==> src/rtl/if_buf_tx_pkg.sv <==
// Shared types for the input-feature-map buffer transmitter.
// Contents: transmitter FSM state enum and the pixel payload struct.
package if_buf_tx_pkg;

    localparam int unsigned PixDWd = 16;

    typedef enum logic [1:0] {
        TX_IDLE,
        TX_SEND,
        TX_DRAIN,
        TX_DONE
    } IfTxState;

    // Pixel as presented to the PE input pad.
    typedef struct packed {
        logic [PixDWd-1:0] data;
        logic              zero;
    } pix_t;

endpackage

==> src/rtl/if_buf_tx_if.sv <==
// Bundle of the buffer transmitter's control, fill and pixel-link signals.
// master: the transmitter (drives o_*), slave: its environment (drives i_*).
interface if_buf_tx_if #(
    parameter int unsigned DWd     = 16,
    parameter int unsigned ConfDWd = 4
) ();

    logic               i_start;
    logic [ConfDWd-1:0] i_len;
    logic [ConfDWd-1:0] i_rows;
    logic               i_wvalid;
    logic               o_wready;
    logic [DWd-1:0]     i_wdata;
    logic               o_valid;
    logic               i_ready;
    logic [DWd-1:0]     o_data;
    logic               o_zero;
    logic               o_row_last;
    logic               o_frame_last;
    logic               o_busy;
    logic               o_done;

    modport master (
        input  i_start, i_len, i_rows, i_wvalid, i_wdata, i_ready,
        output o_wready, o_valid, o_data, o_zero, o_row_last, o_frame_last,
               o_busy, o_done
    );

    modport slave (
        output i_start, i_len, i_rows, i_wvalid, i_wdata, i_ready,
        input  o_wready, o_valid, o_data, o_zero, o_row_last, o_frame_last,
               o_busy, o_done
    );

endinterface

==> src/rtl/if_buf_tx_pix_fifo.sv <==
// pix_fifo: synchronous pixel FIFO, no bypass (a push is visible at head next cycle).
// Ports: clk, rst_n, push/wdata (ignored when full), pop (ignored when empty),
//        full, empty, head (data at read pointer).
module pix_fifo #(
    parameter int unsigned DWd    = 16,
    parameter int unsigned AddrWd = 4
) (
    input  logic           clk,
    input  logic           rst_n,
    input  logic           push,
    input  logic [DWd-1:0] wdata,
    input  logic           pop,
    output logic           full,
    output logic           empty,
    output logic [DWd-1:0] head
);

    localparam int unsigned Depth = 2 ** AddrWd;
    localparam int unsigned CntW  = AddrWd + 1;

    logic [DWd-1:0]    mem [Depth];
    logic [AddrWd-1:0] wr_ptr;
    logic [AddrWd-1:0] rd_ptr;
    logic [CntW-1:0]   count;
    logic              do_push;
    logic              do_pop;

    assign do_push = push & ~full;
    assign do_pop  = pop & ~empty;
    assign full    = (count == CntW'(Depth));
    assign empty   = (count == '0);
    assign head    = mem[rd_ptr];

    // Pointers wrap naturally modulo the power-of-two depth.
    always_ff @(posedge clk or negedge rst_n) begin
        if (!rst_n) begin
            wr_ptr <= '0;
            rd_ptr <= '0;
            count  <= '0;
        end else begin
            if (do_push) wr_ptr <= wr_ptr + AddrWd'(1);
            if (do_pop)  rd_ptr <= rd_ptr + AddrWd'(1);
            unique case ({do_push, do_pop})
                2'b10:   count <= count + CntW'(1);
                2'b01:   count <= count - CntW'(1);
                default: count <= count;
            endcase
        end
    end

    // Storage is not reset; reset only clears the pointers.
    always_ff @(posedge clk) begin
        if (do_push) mem[wr_ptr] <= wdata;
    end

endmodule

==> src/rtl/if_buf_tx.sv <==
// if_buf_tx: read-side transmitter of the input-feature-map buffer.
// Buffers upstream pixels in pix_fifo and, per start, streams len x rows pixels
// to the PE input pad with zero, row-last and frame-last markers.
// Ports: i_clk, i_rstn (async active-low), bus (if_buf_tx_if.master: start/config,
//        upstream fill handshake, pad valid/ready/data/zero/last, busy, done).
module if_buf_tx
    import if_buf_tx_pkg::*;
#(
    parameter int unsigned DWd     = 16,
    parameter int unsigned AddrWd  = 4,
    parameter int unsigned ConfDWd = 4
) (
    input  logic          i_clk,
    input  logic          i_rstn,
    if_buf_tx_if.master   bus
);

    if (DWd != PixDWd) begin : g_dwd_check
        $error("if_buf_tx: DWd must match the package pixel width");
    end

    IfTxState           state_q, state_d;
    logic [ConfDWd-1:0] len_q, rows_q, pix_cnt_q, row_cnt_q;
    pix_t               pix_q;
    logic               valid_q, row_last_q, frame_last_q, busy_q, done_q;
    logic               busy_d, done_d;
    logic               fifo_full, fifo_empty;
    logic [DWd-1:0]     fifo_head;
    logic               load_c, xfer_c, start_c, cfg_zero_c, row_end_c, frame_end_c;

    pix_fifo #(.DWd(DWd), .AddrWd(AddrWd)) u_fifo (
        .clk   (i_clk),
        .rst_n (i_rstn),
        .push  (bus.i_wvalid),
        .wdata (bus.i_wdata),
        .pop   (load_c),
        .full  (fifo_full),
        .empty (fifo_empty),
        .head  (fifo_head)
    );

    assign start_c     = (state_q == TX_IDLE) & bus.i_start;
    assign cfg_zero_c  = (bus.i_len == '0) | (bus.i_rows == '0);
    assign xfer_c      = valid_q & bus.i_ready;
    // Output register refills whenever it is empty or being drained this cycle.
    assign load_c      = (state_q == TX_SEND) & ~fifo_empty & (~valid_q | bus.i_ready);
    assign row_end_c   = (pix_cnt_q == len_q - ConfDWd'(1));
    assign frame_end_c = row_end_c & (row_cnt_q == rows_q - ConfDWd'(1));

    // State register.
    always_ff @(posedge i_clk or negedge i_rstn) begin
        if (!i_rstn) begin
            state_q <= TX_IDLE;
            busy_q  <= 1'b0;
            done_q  <= 1'b0;
        end else begin
            state_q <= state_d;
            busy_q  <= busy_d;
            done_q  <= done_d;
        end
    end

    // Next state; busy/done are registered copies of the next-state decode.
    always_comb begin
        state_d = state_q;
        unique case (state_q)
            TX_IDLE:  if (start_c) state_d = cfg_zero_c ? TX_DONE : TX_SEND;
            TX_SEND:  if (load_c && frame_end_c) state_d = TX_DRAIN;
            TX_DRAIN: if (xfer_c) state_d = TX_DONE;
            TX_DONE:  state_d = TX_IDLE;
            default:  state_d = TX_IDLE;
        endcase
        busy_d = (state_d != TX_IDLE);
        done_d = (state_d == TX_DONE);
    end

    // Config latch, pixel/row counters and the pad output register.
    always_ff @(posedge i_clk or negedge i_rstn) begin
        if (!i_rstn) begin
            len_q        <= '0;
            rows_q       <= '0;
            pix_cnt_q    <= '0;
            row_cnt_q    <= '0;
            pix_q        <= '0;
            valid_q      <= 1'b0;
            row_last_q   <= 1'b0;
            frame_last_q <= 1'b0;
        end else begin
            if (start_c) begin
                len_q     <= bus.i_len;
                rows_q    <= bus.i_rows;
                pix_cnt_q <= '0;
                row_cnt_q <= '0;
            end else if (load_c) begin
                if (row_end_c) begin
                    pix_cnt_q <= '0;
                    row_cnt_q <= row_cnt_q + ConfDWd'(1);
                end else begin
                    pix_cnt_q <= pix_cnt_q + ConfDWd'(1);
                end
            end
            if (load_c) begin
                valid_q      <= 1'b1;
                pix_q.data   <= fifo_head;
                pix_q.zero   <= (fifo_head == '0);
                row_last_q   <= row_end_c;
                frame_last_q <= frame_end_c;
            end else if (xfer_c) begin
                valid_q <= 1'b0;
            end
        end
    end

    assign bus.o_wready     = ~fifo_full;
    assign bus.o_valid      = valid_q;
    assign bus.o_data       = pix_q.data;
    assign bus.o_zero       = pix_q.zero;
    assign bus.o_row_last   = row_last_q;
    assign bus.o_frame_last = frame_last_q;
    assign bus.o_busy       = busy_q;
    assign bus.o_done       = done_q;

endmodule

==> src/flat_wrapper.sv <==
// flat-port wrapper written by rule: the top's interface ports become plain ports
module if_buf_tx_flat import if_buf_tx_pkg::*;
#(
    parameter int unsigned DWd     = 16,
    parameter int unsigned AddrWd  = 4,
    parameter int unsigned ConfDWd = 4
)
  (i_clk, i_rstn, bus_i_start, bus_i_len, bus_i_rows, bus_i_wvalid, bus_i_wdata, bus_i_ready, bus_o_wready, bus_o_valid, bus_o_data, bus_o_zero, bus_o_row_last, bus_o_frame_last, bus_o_busy, bus_o_done);
  if_buf_tx_if #(.DWd(DWd), .ConfDWd(ConfDWd)) bus_i ();
  input  logic i_clk;
  input  logic i_rstn;
  input wire logic [$bits(bus_i.i_start)-1:0] bus_i_start;
  input wire logic [$bits(bus_i.i_len)-1:0] bus_i_len;
  input wire logic [$bits(bus_i.i_rows)-1:0] bus_i_rows;
  input wire logic [$bits(bus_i.i_wvalid)-1:0] bus_i_wvalid;
  input wire logic [$bits(bus_i.i_wdata)-1:0] bus_i_wdata;
  input wire logic [$bits(bus_i.i_ready)-1:0] bus_i_ready;
  output wire logic [$bits(bus_i.o_wready)-1:0] bus_o_wready;
  output wire logic [$bits(bus_i.o_valid)-1:0] bus_o_valid;
  output wire logic [$bits(bus_i.o_data)-1:0] bus_o_data;
  output wire logic [$bits(bus_i.o_zero)-1:0] bus_o_zero;
  output wire logic [$bits(bus_i.o_row_last)-1:0] bus_o_row_last;
  output wire logic [$bits(bus_i.o_frame_last)-1:0] bus_o_frame_last;
  output wire logic [$bits(bus_i.o_busy)-1:0] bus_o_busy;
  output wire logic [$bits(bus_i.o_done)-1:0] bus_o_done;
  assign bus_i.i_start = bus_i_start;
  assign bus_i.i_len = bus_i_len;
  assign bus_i.i_rows = bus_i_rows;
  assign bus_i.i_wvalid = bus_i_wvalid;
  assign bus_i.i_wdata = bus_i_wdata;
  assign bus_i.i_ready = bus_i_ready;
  assign bus_o_wready = bus_i.o_wready;
  assign bus_o_valid = bus_i.o_valid;
  assign bus_o_data = bus_i.o_data;
  assign bus_o_zero = bus_i.o_zero;
  assign bus_o_row_last = bus_i.o_row_last;
  assign bus_o_frame_last = bus_i.o_frame_last;
  assign bus_o_busy = bus_i.o_busy;
  assign bus_o_done = bus_i.o_done;
  if_buf_tx #(.DWd(DWd), .AddrWd(AddrWd), .ConfDWd(ConfDWd)) u_core (.i_clk(i_clk), .i_rstn(i_rstn), .bus(bus_i));
endmodule
==> config.mk <==
export PLATFORM = sky130hd
export DESIGN_NAME = if_buf_tx_flat
export DESIGN_NICKNAME = d
export VERILOG_FILES = /design/src/rtl/if_buf_tx_pkg.sv /design/src/rtl/if_buf_tx_if.sv /design/src/rtl/if_buf_tx_pix_fifo.sv /design/src/rtl/if_buf_tx.sv /design/src/flat_wrapper.sv
export SDC_FILE = /design/constraint.sdc
export NUM_CORES = 1
export LEC_CHECK = 0
export BUFFER_PORTS_ARGS = -buffer_cell sky130_fd_sc_hd__buf_2
export CAP_MARGIN = 20
export CORE_UTILIZATION = 41
export CTS_CLUSTER_DIAMETER = 100
export DETAILED_ROUTE_END_ITERATION = 6
export GPL_ROUTABILITY_DRIVEN = 0
export PLACE_DENSITY = 0.64
export SLEW_MARGIN = 20
export SYNTH_ARGS = -nofsm -noshare
export SYNTH_HDL_FRONTEND = slang
export SYNTH_HIERARCHICAL = 1
export SYNTH_SLANG_ARGS = --single-unit
==> constraint.sdc <==
create_clock -name i_clk -period 3.9 [get_ports i_clk]
set_clock_uncertainty 0.05 [all_clocks]
set_input_delay 0.78 -clock i_clk [delete_from_list [all_inputs] [get_ports i_clk]]
set_output_delay 0.78 -clock i_clk [all_outputs]
set_load 0.01 [all_outputs]
==> impl_metrics.toml, run 1 <==
[power_and_ir_drop]
power.leakage_nw = 5.184
p_switching_w = 0.003697
p_comb_frac = 0.336
powerDensity_nw_per_um2 = 758.6
internal_power_w = 0.007327
p_sw_frac = 0.3353
clkPwrFrac = 0.260
p_seq_frac = 0.405
irDropWorstVdd_mv = 0.4709

[synth]
synth_edf_count = 256
synth.most_common_cell = "edfxtp_1"
synth_common_cells = "edfxtp_1 (256), mux2i_1 (70), dfrtp_1 (53), nand2_1 (53), mux4_2 (32)"
synth-async-reset-ratio = 0.1715
synth.largest_area_cell = "edfxtp_1"
yosysSeqAreaShare = 0.7059
syn_area_um2 = 12770
syn_nets = 768
synth_top_area_share = 0.6020
synth_area_leaders = "edfxtp_1 (60%), dfrtp_1 (10%), mux4_2 (5.6%)"
syn_inst = 725
ys_ff_latch = 309
synth_flop_cell = "edfxtp_1"
ys_types = 50
yosysWarnings = 6
synthesis.area_per_instance_um2 = 17.61

[grt]
grt_pass1_wl_um = 39940
antenna_found_initial = 0
grt_pass1_vias = 6493
grt_max_degree = 48
grt.overflow.total = 0
grt_usage = 0.1707

[floorplanning]
core_area_um2 = 30590
die_h_um = 178.5
ios = 52
die_w_um = 178.5
core.rowCount = 64
die_area_um2 = 31860
start_util = 0.4175

[clock_tree]
insertion_delay_ns = 0.57
path_clk_slew_ns = 0.06
cts-root-buf = "clkbuf_16"
cts.repair.resized = 0
post_cts_buffers = 0
cts_tree = "built"
cts_hold_buf = 0
clock_path_buffers = 3
h-tree-depth = 1
cts_buffers = 31
cts.sinks = 309

[detailed_routing]
viasPerCell = 5.362
drt_pre_antenna_iters = 5
totalWireLength_um = 26200
dr_wl_met2_um = 12150
initialDrtViolationCount = 414
wl_per_cell_um = 21.47
met3WireLength_um = 1382
drc_errors = 0
vias = 6542
m1WireLength_um = 12110
drtAntennaViolNets = 0
top_layer = "met4"

[final_layout]
area_growth_pct = 13.81
diodes = 0
seqCellArea_um2 = 9017
drive_above_1_share = 0.2791
fillers = 2602
fin_nets = 844
layoutNonFillerInstCount = 1220
multi_input_area_um2 = 3442

[critical_path]
crit_type = "reg2reg"
crit_fanout = 5
worst_ep_required_time_ns = 4.29
r2r_setup_slack_ns = 0.72
reg2reg_from = "u_core/u_fifo/count[0]"
crit_path_top_delay_cell = "dfrtp_1"
reg2regPathDepth = 15
setup.worst_path.start_class = "flop"
critPathArrivalTime_ns = 3.58
r2r_end = "u_core/u_fifo/count[4]"
path_cells = "nor4_2, and2b_1, nor3b_4, nand2_2, inv_1, nor2b_1, buf_4, ha_1, inv_1, fa_1, nor2b_1, o21ai_1, nand3_1, or3b_1, xnor2_1"
slowest_delay_ns = 0.43
cp-end-kind = "flop"

[worst_hold_path]
worstHoldPathType = "in2async"

[sta]
setup_tns_ns = 0
finalMaxSlewViolations = 0
min_period_ns = 3.181
max-slew-margin-rel = 0.4420
fmax_mhz = 314.3
worst_slew_pin_slew_ns = 0.8340
rsz0062_at_grt = "no"
final-hold-violation-count = 0
timing.final.crit_share = 0.8158
holdWs_ns = 0.2103
finalSetupViolations = 0

[job]
max_cap_viol_count = 0

[placement]
io_buffers = 51
hpwl_um = 16100
placedCellCount = 1164

[run_status]
status = "completed"
==> worst max-delay path, delay by kind of cell, from the launching register on <==
kind	cells	cell delay, ns
buf+inv	3	0.36
fa+ha+maj	2	0.65
flops	1	0.43
simple gates	8	1.37
xor+xnor	1	0.13
compound gates	1	0.08
==> through the flow <==
stage	power [W]	area, µm²	setup WS, ns	util
global placement	0.008203	13550	0.7252	0.4428
global route	0.01162	14530	0.4499	0.4751
CTS	0.01114	14530	0.7234	0.4751
finish	0.01102	14530	0.7186	0.4751
detailed placement	0.008258	13550	0.6847	0.4428
floorplan	0.007247	12770	0.9287	-
==> worst max path at each step <==
| stage | endpoint | startpoint |
|---|---|---|
| 2_1_floorplan | u_core/u_fifo/count[4] | bus_i_ready |
| 6_report | u_core/u_fifo/count[4] | u_core/u_fifo/count[0] |
| 3_3_place_gp | u_core/u_fifo/count[4] | bus_i_ready |
| 3_5_place_dp | u_core/u_fifo/count[4] | bus_i_ready |
| 4_1_cts | u_core/u_fifo/count[4] | u_core/u_fifo/count[0] |
| 5_1_grt | u_core/u_fifo/count[4] | u_core/u_fifo/count[0] |
==> flip-flops by register name (all words and copies together) (netlist names) <==
| register | flops |
|---|---|
| u_core/bus.o_busy | 1 |
| u_core/bus.o_data | 16 |
| u_core/bus.o_done | 1 |
| u_core/bus.o_frame_last | 1 |
| u_core/bus.o_row_last | 1 |
| u_core/bus.o_valid | 1 |
| u_core/bus.o_zero | 1 |
| u_core/len_q | 4 |
| u_core/pix_cnt_q | 4 |
| u_core/row_cnt_q | 4 |
| u_core/rows_q | 4 |
| u_core/state_q | 2 |
| u_core/u_fifo/count | 5 |
| u_core/u_fifo/mem | 256 |
| u_core/u_fifo/rd_ptr | 4 |
| u_core/u_fifo/wr_ptr | 4 |
==> logic make-up (layout without fill, tap and decap cells) <==
logic type               Yosys count  count (layout)  share of synthesized area
flip-flops                       309             309                     0.7059
adder cells (fa/ha/maj)           14              14                    0.01431
buffers and inverters             55             154                    0.02851
XOR/XNOR                          23              23                    0.01577
AND/OR/NAND/NOR                  118             118                    0.04693
AO/OA/AOI/OAI                     87              87                    0.06202
multiplexers                     119             119                     0.1266
==> final cells by class <==
cell class	instances	area share
multi-input combinational	361	0.2368
timing repair buffer	80	0.03599
inverter	18	0.004649
clock inverter	20	0.01326
clock buffer	36	0.05467
tap	396	0.03409
sequential	309	0.6205
==> cell usage in the layout, fill, tap and decap left out, types with 6 or more instances in the layout <==
cell type    n
ha_1        13
buf_2       51
a221oi_2    29
nor2_2      12
mux4_2      32
dfrtp_1     52
mux2_2      16
nand3_1      7
xor2_1       6
mux2i_1     70
a22oi_1     16
xnor2_1     17
buf_4       25
clkbuf_16   31
edfxtp_1   256
o21ai_0     27
clkinv_1     9
nor4_1       9
nand2b_1     6
inv_1       17
nand2_1     53
==> routing by layer <==
layer  global-route usage  vias to the layer above
met4              0.04520                        0
met1               0.2447                     3343
met5                    0                        -
met2               0.2705                      164
li1                     -                     2994
met3              0.02707                       41
==> power groups by stage <==
stage / clock (W) / combinational (W) / sequential [W]
5_1_grt: 0.00306 / 0.00403 / 0.00452
3_5_place_dp: 0 / 0.00373 / 0.00453
3_3_place_gp: 0 / 0.00368 / 0.00452
6_report: 0.00286 / 0.00370 / 0.00446
4_1_cts: 0.00293 / 0.00374 / 0.00447
2_1_floorplan: 0 / 0.00285 / 0.00439
Power figures use the tool's default switching activity.
==> run 2, diff against run 1 <==
PLACE_DENSITY = 0.66   (was 0.64)
clock period = 2.7 ns   (was 3.9 ns; I/O delays follow)
==> impl_metrics.toml, run 2 (same netlist as run 1, synthesis figures left out) <==
[detailed_routing]
viasPerCell = 5.448
drc_errors = 0
initialDrtViolationCount = 521
wl_per_cell_um = 22.08
drt_pre_antenna_iters = 5
drtAntennaViolNets = 0
totalWireLength_um = 27630
vias = 6815

[critical_path]
cp-end-kind = "flop"
critPathArrivalTime_ns = 3.09
reg2regPathDepth = 13
crit_type = "reg2reg"
crit_fanout = 3
slowest_delay_ns = 0.40
path_cells = "nor4_2, and2b_2, nor3b_4, nand2_2, inv_2, nor2b_4, ha_4, buf_4, ha_1, o21ai_2, a21oi_1, or3b_4, xnor2_1"
worst_ep_required_time_ns = 3.09
setup.worst_path.start_class = "flop"
crit_path_top_delay_cell = "or3b_4"

[floorplanning]
start_util = 0.4175
die_h_um = 178.5
ios = 52
die_area_um2 = 31860
die_w_um = 178.5
core.rowCount = 64
core_area_um2 = 30590

[grt]
grt_pass1_vias = 6844
grt_max_degree = 27
grt_pass1_wl_um = 41640
grt.overflow.total = 0
grt_usage = 0.1784
antenna_found_initial = 0

[final_layout]
largest_reg_flops = 256
fin_nets = 876
drive_above_1_share = 0.3193
diodes = 0
area_growth_pct = 16.75
regMostFlops = "u_core/u_fifo/mem"
final_cell_mix = "edfxtp_1 (256), mux2i_1 (70), nand2_1 (53), buf_4 (53)"
design_area_um2 = 14910
layout_commonest_cell = "edfxtp_1"

[clock_tree]
cts_tree = "built"
h-tree-depth = 1
cts.sinks = 309
cts_buffers = 31
insertion_delay_ns = 0.58
path_clk_slew_ns = 0.06
clock_path_buffers = 3
cts-root-buf = "clkbuf_16"

[placement]
io_buffers = 51
dpl_cell_area_um2 = 13800
hpwl_um = 17050
pre_cts_slack_ns = -0.1003

[sta]
timing.final.crit_share = 0.9996
holdWs_ns = 0.1446
rsz0062_at_grt = "yes"
setup_tns_ns = 0
fmax_mhz = 370.5
fin_ws_ns = 0.001085
final-hold-violation-count = 0
min_period_ns = 2.699
finalMaxSlewViolations = 0
worst_slew_pin_slew_ns = 0.8524
finalSetupViolations = 0
max-slew-margin-rel = 0.4311

[worst_hold_path]
worstHoldPathType = "in2reg"
hold_depth = 3

[power_and_ir_drop]
irDropWorstVdd_mv = 0.5928
p_total_w = 0.01669
power.leakage_nw = 5.383
powerDensity_nw_per_um2 = 1119

[run_status]
status = "completed"

[job]
max_cap_viol_count = 0
-- run 2: worst max-delay path, delay by kind of cell, from the launching register on --
kind / cells / cell delay (ns)
AND/OR/NAND/NOR: 6 / 1.22
adder cells (fa/ha/maj): 2 / 0.46
flip-flops: 1 / 0.38
buffers and inverters: 2 / 0.18
AO/OA/AOI/OAI: 2 / 0.16
XOR/XNOR: 1 / 0.13
-- run 2: worst paths after layout --
path,slack [ns],endpoint,from
min in group asynchronous,0.47,u_core/bus.o_valid,i_rstn
max in group asynchronous,1.49,u_core/bus.o_data[2],i_rstn
max reg2reg,0.001,u_core/u_fifo/count[4],u_core/u_fifo/count[2]
min reg2reg,0.45,u_core/bus.o_data[5],u_core/bus.o_data[5]
max,0.001,u_core/u_fifo/count[4],u_core/u_fifo/count[2]
min,0.14,u_core/len_q[2],bus_i_len[2]
-- run 2: stage by stage --
stage / instances / util
after floorplan: 725 / -
after global placement: 1191 / 0.4512
after detailed placement: 1191 / 0.4512
after CTS: 1251 / 0.4869
after global routing: 1251 / 0.4874
final: 1251 / 0.4874
-- run 2: repair_timing --
action	4_1_cts	5_1_grt
hold buffers	1	0
buffers inserted	4	0
endpoints found under the hold margin	20	0
pin swaps	7	1
setup endpoints to repair	1	3
gates resized for setup	7	4
-- run 2: area by class of cell --
cell class,count,area (µm²)
Fill cell,2558,15680
Sequential cell,309,9019
Multi-Input combinational cell,361,3502
Clock buffer,39,805.8
Timing Repair Buffer,112,803.3
Tap cell,396,495.5
Clock inverter,16,216.5
Inverter,18,67.56
-- run 2: layer usage --
metal / wire length [µm] / GRT usage / up-vias
li1: - / - / 3056
met2: 13270 / 0.2925 / 187
met4: 643 / 0.04802 / 0
met5: 0 / 0 / -
met1: 12330 / 0.2489 / 3521
met3: 1384 / 0.02494 / 51
-- run 2: report_power, final --
part	switching, W	internal (W)	leakage (nW)
clock network	0.00175	0.00258	0.496
logic	0.00335	0.00266	1.94
registers	0.000419	0.00593	2.95
total	0.00552	0.0112	5.38
==> run 3, diff against run 2 <==
CAP_MARGIN = 10   (was 20)
CORE_MARGIN = 8   (was unset)
==> impl_metrics.toml, run 3 (same netlist as run 1, synthesis figures left out) <==
[clock_tree]
path_clk_slew_ns = 0.06
insertion_delay_ns = 0.57
h-tree-depth = 1
cts-root-buf = "clkbuf_16"
cts.sinks = 309
cts_buffers = 31
cts_tree = "built"
clock_path_buffers = 3

[final_layout]
area_growth_pct = 16.72
final_cell_mix = "edfxtp_1 (256), mux2i_1 (70), buf_4 (65), nand2_1 (53)"
fillers = 2544
diodes = 0
fin_nets = 885
design_area_um2 = 14900
seqCellArea_um2 = 9019
drive_above_1_share = 0.3210
regMostFlops = "u_core/u_fifo/mem"
multi_input_area_um2 = 3510
largest_reg_flops = 256
layout_commonest_cell = "edfxtp_1"

[critical_path]
cp-end-kind = "flop"
reg2reg_from = "u_core/u_fifo/count[2]"
crit_start = "u_core/u_fifo/count[2]"
critPathArrivalTime_ns = 3.09
crit_fanout = 3
reg2regPathDepth = 14
worst_ep_required_time_ns = 3.10
setup.worst_path.start_class = "flop"
crit_type = "reg2reg"
r2r_setup_slack_ns = 0.02
r2r_end = "u_core/u_fifo/count[4]"

[sta]
final-hold-violation-count = 0
timing.final.crit_share = 0.9938
fin_ws_ns = 0.01665
setup_tns_ns = 0
max-slew-margin-rel = 0.2683
min_period_ns = 2.683
finalSetupViolations = 0
finalMaxSlewViolations = 0
rsz0062_at_grt = "yes"
fmax_mhz = 372.7
worst_slew_pin_slew_ns = 1.096

[grt]
grt_usage = 0.1524
grt.overflow.total = 0
grt_pass1_wl_um = 42370
grt_pass1_vias = 6850
antenna_found_initial = 1
grt_max_degree = 31

[floorplanning]
ios = 52
die_w_um = 192.5
core_area_um2 = 30670
start_util = 0.4164
core.rowCount = 64
die_h_um = 192.5
die_area_um2 = 37050

[detailed_routing]
vias = 6789
wl_per_cell_um = 22.32
drc_errors = 0
totalWireLength_um = 28170
viasPerCell = 5.380
drt_pre_antenna_iters = 5
drtAntennaViolNets = 0
initialDrtViolationCount = 483

[placement]
dpl_cell_area_um2 = 13810
hpwl_um = 17430
io_buffers = 51
pre_cts_slack_ns = -0.06005

[worst_hold_path]
hold_depth = 3
hold_start = "bus_i_len[3]"
worstHoldPathType = "in2reg"
hold_end = "u_core/len_q[3]"

[power_and_ir_drop]
p_total_w = 0.01655
irDropWorstVdd_mv = 0.6131
powerDensity_nw_per_um2 = 1110
power.leakage_nw = 5.390

[job]
max_cap_viol_count = 0

[run_status]
status = "completed"
-- run 3: cell types whose count changed in the layout (fill, tap and decap cells not counted), sizes merged --
cell and change:
clkinv +5, buf +9, clkbuf -1, bufinv -2
-- run 3: worst max-delay path by stage --
stage,endpoint,slack (ns)
2_1_floorplan,u_core/u_fifo/count[4],-0.12
3_3_place_gp,u_core/u_fifo/count[4],0.001
3_5_place_dp,u_core/u_fifo/count[4],-0.06
4_1_cts,u_core/u_fifo/count[4],0.02
5_1_grt,u_core/u_fifo/count[4],-0.11
6_report,u_core/u_fifo/count[4],0.02
-- run 3: cell type report --
class | count | share of cell area
Inverter | 18 | 0.004701
Clock inverter | 19 | 0.01175
Sequential cell | 309 | 0.6051
Multi-Input combinational cell | 361 | 0.2355
Clock buffer | 38 | 0.05381
Timing Repair Buffer | 121 | 0.05591
Tap cell | 396 | 0.03324
-- run 3: layer usage --
layer	global-route usage	routed length [µm]	vias to the layer above
met3	0.02403	1576	48
met5	0	13	-
met2	0.2459	13220	183
met4	0.04524	811	2
li1	-	-	3093
met1	0.2105	12550	3463
-- run 3: worst max-delay path: stages (launching register included) --
cell     delay (ns)
dfrtp_1        0.40
nor4_4         0.07
and2b_2        0.22
nor3b_4        0.20
nand2_2        0.08
inv_2          0.06
nor2b_4        0.16
ha_4           0.18
inv_4          0.04
fa_2           0.38
nor2b_2        0.13
o21ai_2        0.06
nand3_1        0.05
or3b_1         0.35
xnor2_1        0.13
-- run 3: timing repair --
item | 4_1_cts | 5_1_grt
endpoints found under the hold margin | 24 | 0
buffers inserted | 2 | 5
pin swaps | 5 | 8
resized for setup | 6 | 4
endpoints found under the setup margin | 1 | 3
hold buffers | 1 | 0
-- run 3: per-stage QoR --
stage          hold slack [ns]    util  instances
2_1_floorplan           0.1944       -        725
3_3_place_gp            0.4094  0.4503       1197
3_5_place_dp            0.4174  0.4503       1197
4_1_cts                 0.1279  0.4838       1257
5_1_grt                 0.1398  0.4860       1262
6_report                0.1472  0.4860       1262
-- run 3: report_power, final --
group | leakage, nW | internal, W | switching [W]
sequential | 2.95 | 0.00593 | 0.000438
clock | 0.474 | 0.00239 | 0.00175
combinational | 1.97 | 0.00271 | 0.00332
